### src/rtl/cpu_retire_trace_tx_if.sv
// Retire/GPR-writeback trace pad bundle between the CPU trace transmitter
// and the BIU pads; the transmitter drives it, pad-side monitors sample it.
interface cpu_retire_trace_tx_if;
    logic        biu_pad_retire;
    logic [31:0] biu_pad_retire_pc;
    logic        biu_pad_wb_gpr_en;
    logic [4:0]  biu_pad_wb_gpr_index;
    logic [31:0] biu_pad_wb_gpr_data;

    modport master (
        output biu_pad_retire,
        output biu_pad_retire_pc,
        output biu_pad_wb_gpr_en,
        output biu_pad_wb_gpr_index,
        output biu_pad_wb_gpr_data
    );

    modport slave (
        input biu_pad_retire,
        input biu_pad_retire_pc,
        input biu_pad_wb_gpr_en,
        input biu_pad_wb_gpr_index,
        input biu_pad_wb_gpr_data
    );
endinterface

### src/rtl/cpu_retire_trace_tx.sv
// Retire trace transmitter: buffers retire events, merges late load writebacks
// and emits one aligned retire/PC/GPR record per cycle in strict retire order.
module cpu_retire_trace_tx #(
    parameter int DEPTH = 4,
    parameter int PTR_W = 2
) (
    input  logic                          clk,
    input  logic                          rst_b,
    input  logic                          ret_vld,
    input  logic [31:0]                   ret_pc,
    input  logic                          ret_wb_late,
    input  logic                          wb_gpr_en,
    input  logic [4:0]                    wb_gpr_index,
    input  logic [31:0]                   wb_gpr_data,
    input  logic                          lwb_vld,
    input  logic [4:0]                    lwb_index,
    input  logic [31:0]                   lwb_data,
    cpu_retire_trace_tx_if.master         pad,
    output logic                          trace_busy,
    output logic                          trace_ovf,
    output logic                          trace_lwb_err
);

    localparam logic [PTR_W:0] FULL_CNT = (PTR_W+1)'(DEPTH);

    logic [31:0]      pc_r   [DEPTH];
    logic [4:0]       idx_r  [DEPTH];
    logic [31:0]      data_r [DEPTH];
    logic [DEPTH-1:0] en_r;
    logic [DEPTH-1:0] pend_r;

    logic [PTR_W-1:0] wr_ptr_r;
    logic [PTR_W-1:0] rd_ptr_r;
    logic [PTR_W:0]   count_r;
    logic [PTR_W:0]   count_nxt_s;

    logic             pop_s;
    logic             push_s;
    logic             lwb_hit_s;
    logic [PTR_W-1:0] lwb_ptr_s;
    logic [PTR_W-1:0] cand_s;
    logic             take_s;

    // Pop/push decisions; a full buffer still accepts a push when the head leaves.
    always_comb begin
        pop_s       = (count_r != {(PTR_W+1){1'b0}}) && !pend_r[rd_ptr_r];
        push_s      = ret_vld && ((count_r != FULL_CNT) || pop_s);
        count_nxt_s = count_r + {{PTR_W{1'b0}}, push_s} - {{PTR_W{1'b0}}, pop_s};
    end

    // Late-writeback pointer: oldest occupied entry still waiting for its load data.
    always_comb begin
        lwb_hit_s = 1'b0;
        lwb_ptr_s = rd_ptr_r;
        cand_s    = rd_ptr_r;
        take_s    = 1'b0;
        for (int i = 0; i < DEPTH; i++) begin
            cand_s    = rd_ptr_r + PTR_W'(i);
            take_s    = !lwb_hit_s && ((PTR_W+1)'(i) < count_r) && pend_r[cand_s];
            lwb_ptr_s = take_s ? cand_s : lwb_ptr_s;
            lwb_hit_s = lwb_hit_s | take_s;
        end
    end

    // Record buffer storage and pointers; x0 writes keep data but never assert en.
    always_ff @(posedge clk or negedge rst_b) begin
        if (!rst_b) begin
            for (int i = 0; i < DEPTH; i++) begin
                pc_r[i]   <= 32'h0000_0000;
                idx_r[i]  <= 5'd0;
                data_r[i] <= 32'h0000_0000;
            end
            en_r     <= {DEPTH{1'b0}};
            pend_r   <= {DEPTH{1'b0}};
            wr_ptr_r <= {PTR_W{1'b0}};
            rd_ptr_r <= {PTR_W{1'b0}};
            count_r  <= {(PTR_W+1){1'b0}};
        end else begin
            if (lwb_vld && lwb_hit_s) begin
                pend_r[lwb_ptr_s] <= 1'b0;
                en_r[lwb_ptr_s]   <= (lwb_index != 5'd0);
                idx_r[lwb_ptr_s]  <= lwb_index;
                data_r[lwb_ptr_s] <= lwb_data;
            end
            if (push_s) begin
                pc_r[wr_ptr_r] <= ret_pc;
                if (ret_wb_late) begin
                    pend_r[wr_ptr_r] <= 1'b1;
                    en_r[wr_ptr_r]   <= 1'b0;
                end else begin
                    pend_r[wr_ptr_r] <= 1'b0;
                    en_r[wr_ptr_r]   <= wb_gpr_en && (wb_gpr_index != 5'd0);
                    idx_r[wr_ptr_r]  <= wb_gpr_index;
                    data_r[wr_ptr_r] <= wb_gpr_data;
                end
                wr_ptr_r <= wr_ptr_r + {{(PTR_W-1){1'b0}}, 1'b1};
            end
            if (pop_s) begin
                rd_ptr_r <= rd_ptr_r + {{(PTR_W-1){1'b0}}, 1'b1};
            end
            count_r <= count_nxt_s;
        end
    end

    // Pad outputs: one-cycle record strobe; fields hold, write enable drops between records.
    always_ff @(posedge clk or negedge rst_b) begin
        if (!rst_b) begin
            pad.biu_pad_retire       <= 1'b0;
            pad.biu_pad_retire_pc    <= 32'h0000_0000;
            pad.biu_pad_wb_gpr_en    <= 1'b0;
            pad.biu_pad_wb_gpr_index <= 5'd0;
            pad.biu_pad_wb_gpr_data  <= 32'h0000_0000;
        end else begin
            pad.biu_pad_retire <= pop_s;
            if (pop_s) begin
                pad.biu_pad_retire_pc    <= pc_r[rd_ptr_r];
                pad.biu_pad_wb_gpr_en    <= en_r[rd_ptr_r];
                pad.biu_pad_wb_gpr_index <= idx_r[rd_ptr_r];
                pad.biu_pad_wb_gpr_data  <= data_r[rd_ptr_r];
            end else begin
                pad.biu_pad_wb_gpr_en    <= 1'b0;
            end
        end
    end

    // Status flags; overflow and orphan late-writeback errors stick until reset.
    always_ff @(posedge clk or negedge rst_b) begin
        if (!rst_b) begin
            trace_busy    <= 1'b0;
            trace_ovf     <= 1'b0;
            trace_lwb_err <= 1'b0;
        end else begin
            trace_busy    <= (count_nxt_s != {(PTR_W+1){1'b0}});
            trace_ovf     <= trace_ovf | (ret_vld & ~push_s);
            trace_lwb_err <= trace_lwb_err | (lwb_vld & ~lwb_hit_s);
        end
    end

endmodule

### src/flat_wrapper.sv
// flat-port wrapper written by rule: the top's interface ports become plain ports
module cpu_retire_trace_tx_flat 
#(
    parameter int DEPTH = 4,
    parameter int PTR_W = 2
)
  (clk, rst_b, ret_vld, ret_pc, ret_wb_late, wb_gpr_en, wb_gpr_index, wb_gpr_data, lwb_vld, lwb_index, lwb_data, trace_busy, trace_ovf, trace_lwb_err, pad_biu_pad_retire, pad_biu_pad_retire_pc, pad_biu_pad_wb_gpr_en, pad_biu_pad_wb_gpr_index, pad_biu_pad_wb_gpr_data);
  cpu_retire_trace_tx_if pad_i ();
  input  logic clk;
  input  logic rst_b;
  input  logic ret_vld;
  input  logic [31:0] ret_pc;
  input  logic ret_wb_late;
  input  logic wb_gpr_en;
  input  logic [4:0] wb_gpr_index;
  input  logic [31:0] wb_gpr_data;
  input  logic lwb_vld;
  input  logic [4:0] lwb_index;
  input  logic [31:0] lwb_data;
  output logic trace_busy;
  output logic trace_ovf;
  output logic trace_lwb_err;
  output wire logic [$bits(pad_i.biu_pad_retire)-1:0] pad_biu_pad_retire;
  output wire logic [$bits(pad_i.biu_pad_retire_pc)-1:0] pad_biu_pad_retire_pc;
  output wire logic [$bits(pad_i.biu_pad_wb_gpr_en)-1:0] pad_biu_pad_wb_gpr_en;
  output wire logic [$bits(pad_i.biu_pad_wb_gpr_index)-1:0] pad_biu_pad_wb_gpr_index;
  output wire logic [$bits(pad_i.biu_pad_wb_gpr_data)-1:0] pad_biu_pad_wb_gpr_data;
  assign pad_biu_pad_retire = pad_i.biu_pad_retire;
  assign pad_biu_pad_retire_pc = pad_i.biu_pad_retire_pc;
  assign pad_biu_pad_wb_gpr_en = pad_i.biu_pad_wb_gpr_en;
  assign pad_biu_pad_wb_gpr_index = pad_i.biu_pad_wb_gpr_index;
  assign pad_biu_pad_wb_gpr_data = pad_i.biu_pad_wb_gpr_data;
  cpu_retire_trace_tx #(.DEPTH(DEPTH), .PTR_W(PTR_W)) u_core (.clk(clk), .rst_b(rst_b), .ret_vld(ret_vld), .ret_pc(ret_pc), .ret_wb_late(ret_wb_late), .wb_gpr_en(wb_gpr_en), .wb_gpr_index(wb_gpr_index), .wb_gpr_data(wb_gpr_data), .lwb_vld(lwb_vld), .lwb_index(lwb_index), .lwb_data(lwb_data), .pad(pad_i), .trace_busy(trace_busy), .trace_ovf(trace_ovf), .trace_lwb_err(trace_lwb_err));
endmodule
### config.mk
export PLATFORM = sky130hd
export DESIGN_NAME = cpu_retire_trace_tx_flat
export DESIGN_NICKNAME = d
export VERILOG_FILES = /design/src/rtl/cpu_retire_trace_tx_if.sv /design/src/rtl/cpu_retire_trace_tx.sv /design/src/flat_wrapper.sv
export SDC_FILE = /design/constraint.sdc
export NUM_CORES = 1
export LEC_CHECK = 0
export ABC_CLOCK_PERIOD_IN_PS = 4660
export CAP_MARGIN = 20
export CORE_ASPECT_RATIO = 0.5
export CORE_UTILIZATION = 35
export DETAILED_ROUTE_END_ITERATION = 16
export GPL_ROUTABILITY_DRIVEN = 0
export SETUP_SLACK_MARGIN = 0.3
export SLEW_MARGIN = 0
export SYNTH_ARGS = -nofsm -noshare
export SYNTH_HDL_FRONTEND = slang
export SYNTH_SLANG_ARGS = --single-unit
### constraint.sdc
create_clock -name clk -period 4.66 [get_ports clk]
set_input_delay 0.466 -clock clk [delete_from_list [all_inputs] [get_ports clk]]
set_output_delay 0.466 -clock clk [all_outputs]
set_load 0.05 [all_outputs]
==> impl_metrics.csv, run 1 <==
group,metric,value,unit
cts,cts.root.buffer_cell,"clkbuf_16",
sta,fin_skew,15.7,ps
synthesis,ys_warn_count,0,
synthesis,synthFlopType,"dfrtp_1",
global_route,track_usage,17.7,%
job,drv_cap,0,
floorplan,core-area,48800,um^2
floorplan,fp-row-count,57,
global_route,grt.overflow.total,0,
setup_path,worstPathRequired,5100,ps
setup_path,cp_slowest_cell,"o31ai_1",
route,drt_iter0_markers,747,
route,dr_total_vias,11786,
sta,hold_slack,-19.1,ps
global_route,antenna_found_initial,2,
route,met2_length,22000,um
cts,h-tree-depth,2,
cells_and_area,drive_gt1_share,24.2,%
floorplan,io_pins,186,
cts,cts_tree,"done",
floorplan,die_w,317,um
setup_path,crit_path_max_incr_delay,780,ps
cells_and_area,seqCellArea,9140,um^2
sta,slew_viol_final,0,
synthesis,synth_edf_count,0,
setup_path,path_max_fanout,46,
synthesis,syn_nets,1543,
sta,finalCritPeriodShare,78.0,%
cts,clock-sinks,365,
cells_and_area,nets,1694,
route,via_per_inst,5.23,
global_route,grt_pass1_wl,70700,um
route,drc_errors,0,
power,leakagePower,8.92,nW
synthesis,async_flop_share,100,%
setup_path,r2r-end,"u_core.en_r[2]$_DFF_PN0_",
route,top_layer,"met5",
status,status,"finished with violations",
power,power,18.0,mW
sta,timing.final.crit_period,3640,ps
place,port_buffers,185,
cts,postCtsSetupRepairBufs,0,
synthesis,ys_seq_elements,365,
route,drt-pass1-iter-count,7,
setup_path,critPathArrivalTime,4070,ps
synthesis,ys_top_cells_by_area,"dfrtp_1, mux2_2, mux4_2",
cts,clockBufferDepth,3,
hold_path,hold_class,"input pin to asynchronous set/reset pin",
sta,fmax,275,MHz
cts,cts-resized-gates,0,
setup_path,endpoint_kind,"flip-flop",
sta,setup_viol,0,
route,wl_per_cell,19.7,um
global_route,grt_pass1_vias,12074,
floorplan,die_area,50700,um^2
cells_and_area,postLayoutCoreUtil,43.7,%
synthesis,netlist_instances,1422,
sta,worst_slew_pin_slew,930,ps
cts,numCtsBuffers,38,
route,ant_nets,0,
synthesis,ys_types,57,
cells_and_area,area_growth,22.5,%
route,drt-met1-wl,19500,um
place,dp_hpwl,27600,um
status,violations,"negative hold slack",
synthesis,ys_seq_area_share,52.5,%
cts,path_clk_slew,60,ps
setup_path,rr_startpoint,"u_core.rd_ptr_r[0]$_DFFE_PN0P_",
sta,tns,0,ps
cts,clock_latency,540,ps
synthesis,synth_top_area_share,52.5,%
cts,hold_buffers,0,
setup_path,crit_chain,"mux2i_1 -> a32o_1 -> a31oi_1 -> o31ai_1 -> o22ai_4 -> buf_12 -> o21ba_1 -> o32ai_1",
cells_and_area,fillCellCount,4474,
sta,rsz0062_at_grt,"no",
setup_path,reg2reg_slack,1020,ps
setup_path,critPathKind,"flip-flop to flip-flop",
floorplan,start_util,35.7,%
synthesis,avgSynthCellArea,12.2,um^2
setup_path,reg2regPathDepth,8,
synthesis,syn-cell-area,17400,um^2
synthesis,yosysTopAreaCell,"dfrtp_1",
setup_path,worstSetupStartpointType,"flip-flop",
route,routed_wirelength,44300,um
sta,maxSlewHeadroom,38.0,%
power,vdd_drop_max,0.563,mV
power,p_per_area,843,nW/um^2
global_route,grt_max_degree,108,
sta,finalHoldViolCount,6,
cells_and_area,multiInputGateArea,7720,um^2
route,route.met3.wl,1790,um
floorplan,die_y,160,um
==> registers in the layout, indices dropped and copies added, names as in the netlist <==
name and flops:
u_core.trace_ovf 1, u_core.pad.biu_pad_wb_gpr_en 1, u_core.pc_r 128, u_core.data_r 128
u_core.pad.biu_pad_wb_gpr_data 32, u_core.pad.biu_pad_retire 1, u_core.trace_lwb_err 1, u_core.pad.biu_pad_wb_gpr_index 5
u_core.rd_ptr_r 2, u_core.pad.biu_pad_retire_pc 32, u_core.idx_r 20, u_core.trace_busy 1
u_core.en_r 4, u_core.wr_ptr_r 2, u_core.count_r 3, u_core.pend_r 4
==> cell type report <==
class	count	share of cell area [%]
sequential	365	42.9
multi-input combinational	903	36.2
timing repair buffer	216	10.4
antenna	1	0.0117
inverter	49	0.863
clock buffer	58	5.33
tap	649	3.81
clock inverter	11	0.464
==> synthesized netlist by cell type (2+ instances only) <==
cell and n:
mux2_2 198, buf_4 5, o32ai_1 2, a31oi_1 40
dfrtp_1 365, nor2_1 160, and2_1 3, o32ai_2 2
nand3_1 5, o31a_1 37, a31o_2 2, o21ai_0 42
nor2b_1 3, a21oi_1 112, a41o_1 2, nand2_1 89
inv_1 49, buf_2 9, o211ai_1 3, xnor2_1 3
a41oi_1 2, nor3_1 2, mux2i_1 79, or3_1 2
buf_6 6, nor4b_1 2, o31ai_1 2, buf_1 11
nand2b_1 3, a32o_1 2, mux4_2 74, clkbuf_1 74
ha_1 8
==> report_power, final <==
part           total (mW)  internal [mW]  switching, mW  leakage, nW
clock network        3.04           1.75           1.29        0.615
registers            5.87           4.90          0.964         4.29
logic                9.08           4.34           4.74         4.02
==> critical path: cells and delay by family, from the launching register on <==
family | cells | cell delay, ps
AO/OA/AOI/OAI | 6 | 2280
buffers and inverters | 1 | 320
flip-flops | 1 | 690
multiplexers | 1 | 240
==> kinds of logic after synthesis <==
logic type,count (synthesis),share of synthesized area [%]
DFF,365,52.5
xor gates and xnor gates,4,0.201
and+or+nand+nor,277,6.52
muxes,352,27.0
adders and majority gates,9,0.690
AOI/OAI and AO/OA,261,9.33
buffers and inverters,154,3.75
==> metrics by stage <==
step	setup slack, ps	cell area, um^2	hold WS [ps]	instances
5_1_grt	737	21300	55.6	2252
2_1_floorplan	1230	17400	170	1422
3_3_place_gp	1060	20100	441	2182
6_report	1020	21300	-19.1	2252
4_1_cts	964	21300	22.8	2251
3_5_place_dp	994	20100	457	2182
==> worst max path at each step <==
| stage | cells past startpoint | to | startpoint | slack, ps |
|---|---|---|---|---|
| 3_3_place_gp | 9 | u_core.idx_r[13]$_DFF_PN0_ | u_core.rd_ptr_r[0]$_DFFE_PN0P_ | 1060 |
| 6_report | 8 | u_core.en_r[2]$_DFF_PN0_ | u_core.rd_ptr_r[0]$_DFFE_PN0P_ | 1020 |
| 2_1_floorplan | 11 | u_core.trace_busy$_DFF_PN0_ | u_core.rd_ptr_r[0]$_DFFE_PN0P_ | 1230 |
| 5_1_grt | 9 | u_core.idx_r[10]$_DFF_PN0_ | u_core.rd_ptr_r[0]$_DFFE_PN0P_ | 740 |
| 4_1_cts | 9 | u_core.data_r[67]$_DFF_PN0_ | u_core.rd_ptr_r[0]$_DFFE_PN0P_ | 960 |
| 3_5_place_dp | 9 | u_core.data_r[86]$_DFF_PN0_ | u_core.rd_ptr_r[0]$_DFFE_PN0P_ | 990 |
==> cell usage in the layout (no fill, tap or decap), types with 3 or more instances in the layout <==
master	Yosys	final
nor2_1	160	156
clkbuf_8	0	11
nand2b_1	3	3
nor2_4	0	4
nor2b_1	3	3
and2_1	3	3
buf_4	5	20
buf_12	0	11
xnor2_1	3	3
a21oi_1	112	112
clkbuf_1	74	9
clkinv_2	0	7
nand2_1	89	89
o31a_1	37	37
dfrtp_1	365	363
clkdlybuf4s50_1	0	184
mux2i_1	79	79
mux2_2	198	198
o211ai_1	3	3
o21ai_0	42	42
inv_1	49	49
mux4_2	74	74
a31oi_1	40	39
a31o_2	2	3
clkbuf_16	0	38
ha_1	8	8
nand3_2	0	4
==> metal layers <==
| metal | vias up | global-route usage (%) |
|---|---|---|
| li1 | 5425 | - |
| met1 | 6053 | 24.4 |
| met2 | 241 | 29.0 |
| met3 | 65 | 2.73 |
| met4 | 2 | 4.76 |
| met5 | - | 0 |
No activity file was read; power rests on OpenSTA's default activity.
==> run 2: changes to the inputs <==
- ABC_CLOCK_PERIOD_IN_PS: 4660 -> 3800
- clock period: 4.66 -> 3.8 ns (I/O delays scaled with it)
==> run 2 against run 1 <==
Compared with the run above: the run now ends clean; flip-flop and latch count unchanged; register-to-register slack worse by 440 ps; maximum frequency grew 13%; critical path depth unchanged; total power up 23%; sequential share of layout area barely moved; utilization barely moved; routed wire length down 1.2%; worst setup slack worse by 440 ps; first-iteration DRC count rose by 18%; global-route usage decreased by 0.12 points; critical endpoint is now u_core.data_r[60]$_DFF_PN0_; clock skew is 13 ps higher.
==> impl_metrics.csv, run 2 (same netlist as run 1, synthesis figures left out) <==
group,metric,value,unit
floorplan,die_w,317,um
floorplan,die_area,50700,um^2
job,drv_cap,0,
cts,path_clk_slew,60,ps
floorplan,core-area,48800,um^2
sta,setup_slack,588,ps
cells_and_area,reg.largest.list,"u_core.data_r (128), u_core.pc_r (128)",
cts,clock_latency,540,ps
floorplan,io_pins,186,
place,pre_cts_slack,647,ps
power,power,22.1,mW
cells_and_area,postLayoutCoreUtil,43.7,%
global_route,grt_pass1_wl,70100,um
route,dr_total_vias,11798,
place,dp_hpwl,26700,um
cts,numCtsBuffers,37,
sta,setup_viol,0,
cells_and_area,final_common_cell,"dfrtp_1",
power,leakagePower,8.92,nW
cts,cts.root.buffer_cell,"clkbuf_16",
cts,clock-sinks,365,
setup_path,critPathArrivalTime,3660,ps
status,status,"complete, no violations",
place,place_area,20100,um^2
sta,fmax,311,MHz
setup_path,worstSetupStartpointType,"flip-flop",
global_route,grt_pass1_vias,11928,
cells_and_area,nets,1692,
sta,worst_slew_pin_slew,784,ps
sta,timing.final.crit_period,3210,ps
setup_path,path_max_fanout,60,
route,routed_wirelength,43700,um
hold_path,hold_class,"input pin to asynchronous set/reset pin",
place,port_buffers,185,
route,drc_errors,0,
global_route,track_usage,17.6,%
floorplan,die_y,160,um
route,ant_nets,0,
sta,tns,0,ps
sta,rsz0062_at_grt,"no",
cells_and_area,area_growth,22.6,%
sta,maxSlewHeadroom,47.3,%
route,drt_iter0_markers,880,
sta,hold_slack,353,ps
route,via_per_inst,5.25,
power,p_per_area,1040,nW/um^2
sta,finalCritPeriodShare,84.5,%
cells_and_area,layout_common_cells,"dfrtp_1, mux2_2, clkdlybuf4s50_1",
cells_and_area,final-instance-count-excl-fill,2249,
sta,slew_viol_final,0,
cts,cts_tree,"done",
power,vdd_drop_max,0.543,mV
cts,cts-resized-gates,0,
cts,h-tree-depth,2,
setup_path,endpoint_kind,"flip-flop",
cells_and_area,stdcell_area,21300,um^2
sta,finalHoldViolCount,0,
floorplan,start_util,35.7,%
floorplan,fp-row-count,57,
setup_path,critPathKind,"flip-flop to flip-flop",
cells_and_area,drive_gt1_share,24.0,%
cts,clockBufferDepth,3,
global_route,antenna_found_initial,2,
route,wl_per_cell,19.4,um
place,dp.cells,2180,
setup_path,worstPathRequired,4250,ps
sta,fin_skew,28.6,ps
route,drt-pass1-iter-count,7,
global_route,grt.overflow.total,0,
global_route,grt_max_degree,102,
-- run 2: layer usage --
metal	wire length [um]	global-route usage, %
met1	19200	24.0
met2	21800	29.0
met3	1750	2.94
met4	961	4.46
met5	8	0
-- run 2: path summary, 6_finish.rpt --
check | from | end | slack (ps) | depth (start not counted)
hold / removal | rst_b | u_core.pc_r[106]$_DFFE_PN0P_ | 350 | 2
setup reg to reg | u_core.rd_ptr_r[1]$_DFFE_PN0P_ | u_core.data_r[60]$_DFF_PN0_ | 590 | 8
min in group clk | u_core.trace_ovf$_DFF_PN0_ | u_core.trace_ovf$_DFF_PN0_ | 470 | 1
setup / recovery | u_core.rd_ptr_r[1]$_DFFE_PN0P_ | u_core.data_r[60]$_DFF_PN0_ | 590 | 8
hold reg to reg | u_core.trace_ovf$_DFF_PN0_ | u_core.trace_ovf$_DFF_PN0_ | 470 | 1
max in group asynchronous | rst_b | u_core.pc_r[26]$_DFFE_PN0P_ | 2490 | 3
-- run 2: area by class of cell --
type | instances | area [um^2]
antenna | 1 | 2.50
clock buffer | 56 | 1120
clock inverter | 11 | 136
fill | 4525 | 27400
inverter | 49 | 184
multi-input combinational | 903 | 7720
sequential | 365 | 9140
tap | 649 | 812
timing repair buffer | 215 | 2220
-- run 2: where the power goes --
group          internal (mW)  switching [mW]  total, mW
clock network           2.24            1.56       3.81
registers               6.01            1.11       7.12
logic                   5.31            5.86       11.2
-- run 2: critical path, stage by stage, from the launching register on --
cell	delay (ps)
dfrtp_4	740
mux4_2	600
and2_1	180
a41oi_1	250
o31ai_1	230
o22ai_4	170
buf_4	570
o21ai_0	210
a21oi_1	150
-- run 2: timing repair --
item	in CTS	in global routing
endpoints found under the hold margin	49	0
hold buffers	1	0
buffers inserted	0	0
==> run 3: changes to the inputs <==
- ABC_CLOCK_PERIOD_IN_PS: 3800 -> 2600
- clock period: 3.8 -> 2.6 ns (I/O delays scaled with it)
==> run 3 against run 2 <==
Compared with the run above: the run now ends with negative setup slack left; register-to-register slack got worse by 870 ps; clock power increased by 50%; non-clock buffer count increased by 121; die area unchanged; hold slack got worse by 51 ps; routed wire length increased by 13%; design area increased by 9.8%; combinational power increased by 89%; critical path depth increased by 2; sequential power increased by 46%; worst setup slack got worse by 870 ps; global-route usage increased by 1.3 points; critical path type unchanged; highest routed layer is now met4.
==> impl_metrics.csv, run 3 (same netlist as run 1, synthesis figures left out) <==
group,metric,value,unit
status,status,"finished with violations",
global_route,grt_max_degree,80,
cells_and_area,final-instance-count-excl-fill,2373,
global_route,track_usage,18.8,%
sta,setup_slack,-286,ps
setup_path,worstSetupStartpointType,"flip-flop",
cells_and_area,final_common_cell,"dfrtp_1",
floorplan,start_util,35.7,%
sta,fin_skew,32.3,ps
cells_and_area,drive_gt1_share,33.0,%
setup_path,reg2reg_slack,-290,ps
floorplan,io_pins,186,
power,internal_power,23.0,mW
setup_path,endpoint_kind,"flip-flop",
sta,finalHoldViolCount,0,
sta,setup_viol,238,
hold_path,hold_class,"input pin to asynchronous set/reset pin",
sta,worst_slew_pin_slew,839,ps
cts,path_clk_slew,70,ps
power,p_per_area,1590,nW/um^2
sta,tns,-38310,ps
setup_path,rr_startpoint,"u_core.rd_ptr_r[0]$_DFFE_PN0P_",
route,drt_iter0_markers,819,
power,power,37.4,mW
place,place_area,21100,um^2
floorplan,die_area,50700,um^2
cells_and_area,area_growth,34.7,%
setup_path,critPathArrivalTime,3350,ps
route,via_per_inst,5.25,
sta,rsz0062_at_grt,"yes",
global_route,grt_pass1_vias,12835,
cells_and_area,postLayoutCoreUtil,48.0,%
setup_path,crit_path_start,"u_core.rd_ptr_r[0]$_DFFE_PN0P_",
cts,clock_latency,550,ps
job,drv_cap,0,
route,routed_wirelength,49300,um
sta,fmax,346,MHz
power,comb_power_share,56.9,%
floorplan,die_y,160,um
floorplan,die_w,317,um
sta,slew_viol_final,0,
place,pre_cts_slack,-349,ps
cts,clock-sinks,365,
place,dp.cells,2265,
setup_path,worstPathRequired,3060,ps
status,violations,"negative setup slack",
setup_path,path_max_fanout,8,
global_route,grt.overflow.total,0,
sta,finalCritPeriodShare,111,%
cts,clockBufferDepth,3,
cts,numCtsBuffers,37,
cts,cts_tree,"done",
place,port_buffers,185,
cells_and_area,fillCellCount,4315,
route,drc_errors,0,
power,p_sw_share,38.3,%
route,wl_per_cell,20.8,um
cells_and_area,stdcell_area,23400,um^2
power,pwr-share-clk,15.3,%
power,power_frac_seq,27.8,%
route,ant_nets,0,
power,leakagePower,9.90,nW
sta,hold_slack,302,ps
place,dp_hpwl,29900,um
global_route,antenna_found_initial,6,
floorplan,fp-row-count,57,
sta,maxSlewHeadroom,44.1,%
cells_and_area,layout_common_cells,"dfrtp_1, mux2_2, clkdlybuf4s50_1",
global_route,grt_pass1_wl,75000,um
setup_path,critPathKind,"flip-flop to flip-flop",
sta,timing.final.crit_period,2890,ps
cts,h-tree-depth,2,
cts,cts.root.buffer_cell,"clkbuf_16",
power,vdd_drop_max,0.823,mV
route,drt-pass1-iter-count,5,
floorplan,core-area,48800,um^2
route,dr_total_vias,12449,
power,switching_power,14.3,mW
cells_and_area,reg.largest.list,"u_core.data_r (128), u_core.pc_r (128)",
cells_and_area,nets,1813,
-- run 3: changes by cell type in the layout (fill, tap and decap cells not counted), sizes merged --
cell / delta
clkinv: +4
bufinv: +2
inv: +1
buf: +107
diode: +5
clkbuf: +5
-- run 3: timing repair --
| action | 4_1_cts | 5_1_grt |
|---|---|---|
| gates resized for setup | 41 | 73 |
| setup endpoints to repair | 359 | 360 |
| pin swaps | 13 | 30 |
| endpoints found under the hold margin | 63 | 0 |
| hold buffers | 1 | 0 |
| setup buffers | 7 | 11 |
| gates cloned | 2 | 16 |
-- run 3: layout make-up --
| cell class | count | area, um^2 | area share (%) |
|---|---|---|---|
| Tap cell | 649 | 812 | 3.47 |
| Clock inverter | 18 | 255 | 1.09 |
| Timing Repair Buffer | 336 | 3950 | 16.9 |
| Sequential cell | 365 | 9140 | 39.0 |
| Antenna cell | 6 | 15.0 | 0.0641 |
| Inverter | 49 | 184 | 0.785 |
| Clock buffer | 47 | 1020 | 4.37 |
| Multi-Input combinational cell | 903 | 8050 | 34.3 |
-- run 3: critical path: stages, from the launching register on --
cell and delay [ps]:
dfrtp_4 530, buf_6 150, mux2i_1 110, a32o_2 350, a2111o_1 440, buf_4 160, a41o_1 250, a31o_4 280
clkbuf_16 200, nor2b_4 130, o32ai_2 180
-- run 3: worst paths after layout --
check	endpoint	depth (start not counted)
hold reg to reg	u_core.trace_ovf$_DFF_PN0_	1
hold / removal	u_core.data_r[22]$_DFF_PN0_	2
max in group asynchronous	u_core.pc_r[49]$_DFFE_PN0P_	3
setup reg to reg	u_core.en_r[1]$_DFF_PN0_	10
setup / recovery	u_core.en_r[1]$_DFF_PN0_	10
min in group clk	u_core.data_r[127]$_DFF_PN0_	3
-- run 3: per-layer routing --
| layer | part of all wire, % | GRT usage [%] | vias to the layer above |
|---|---|---|---|
| li1 | - | - | 5683 |
| met1 | 44 | 25.5 | 6440 |
| met2 | 50 | 31.4 | 251 |
| met3 | 3.8 | 3.04 | 75 |
| met4 | 2.1 | 4.83 | 0 |
| met5 | 0 | 0 | - |
-- run 3: power by group through the flow --
| stage | Clock [mW] | Combinational (mW) | Sequential (mW) |
|---|---|---|---|
| after CTS | 5.88 | 18.8 | 10.4 |
| after floorplan | 0 | 11.0 | 12.0 |
| after global placement | 0 | 17.9 | 10.4 |
| after detailed placement | 0 | 18.3 | 10.4 |
| final | 5.73 | 21.2 | 10.4 |
| after global routing | 6.13 | 22.6 | 10.8 |
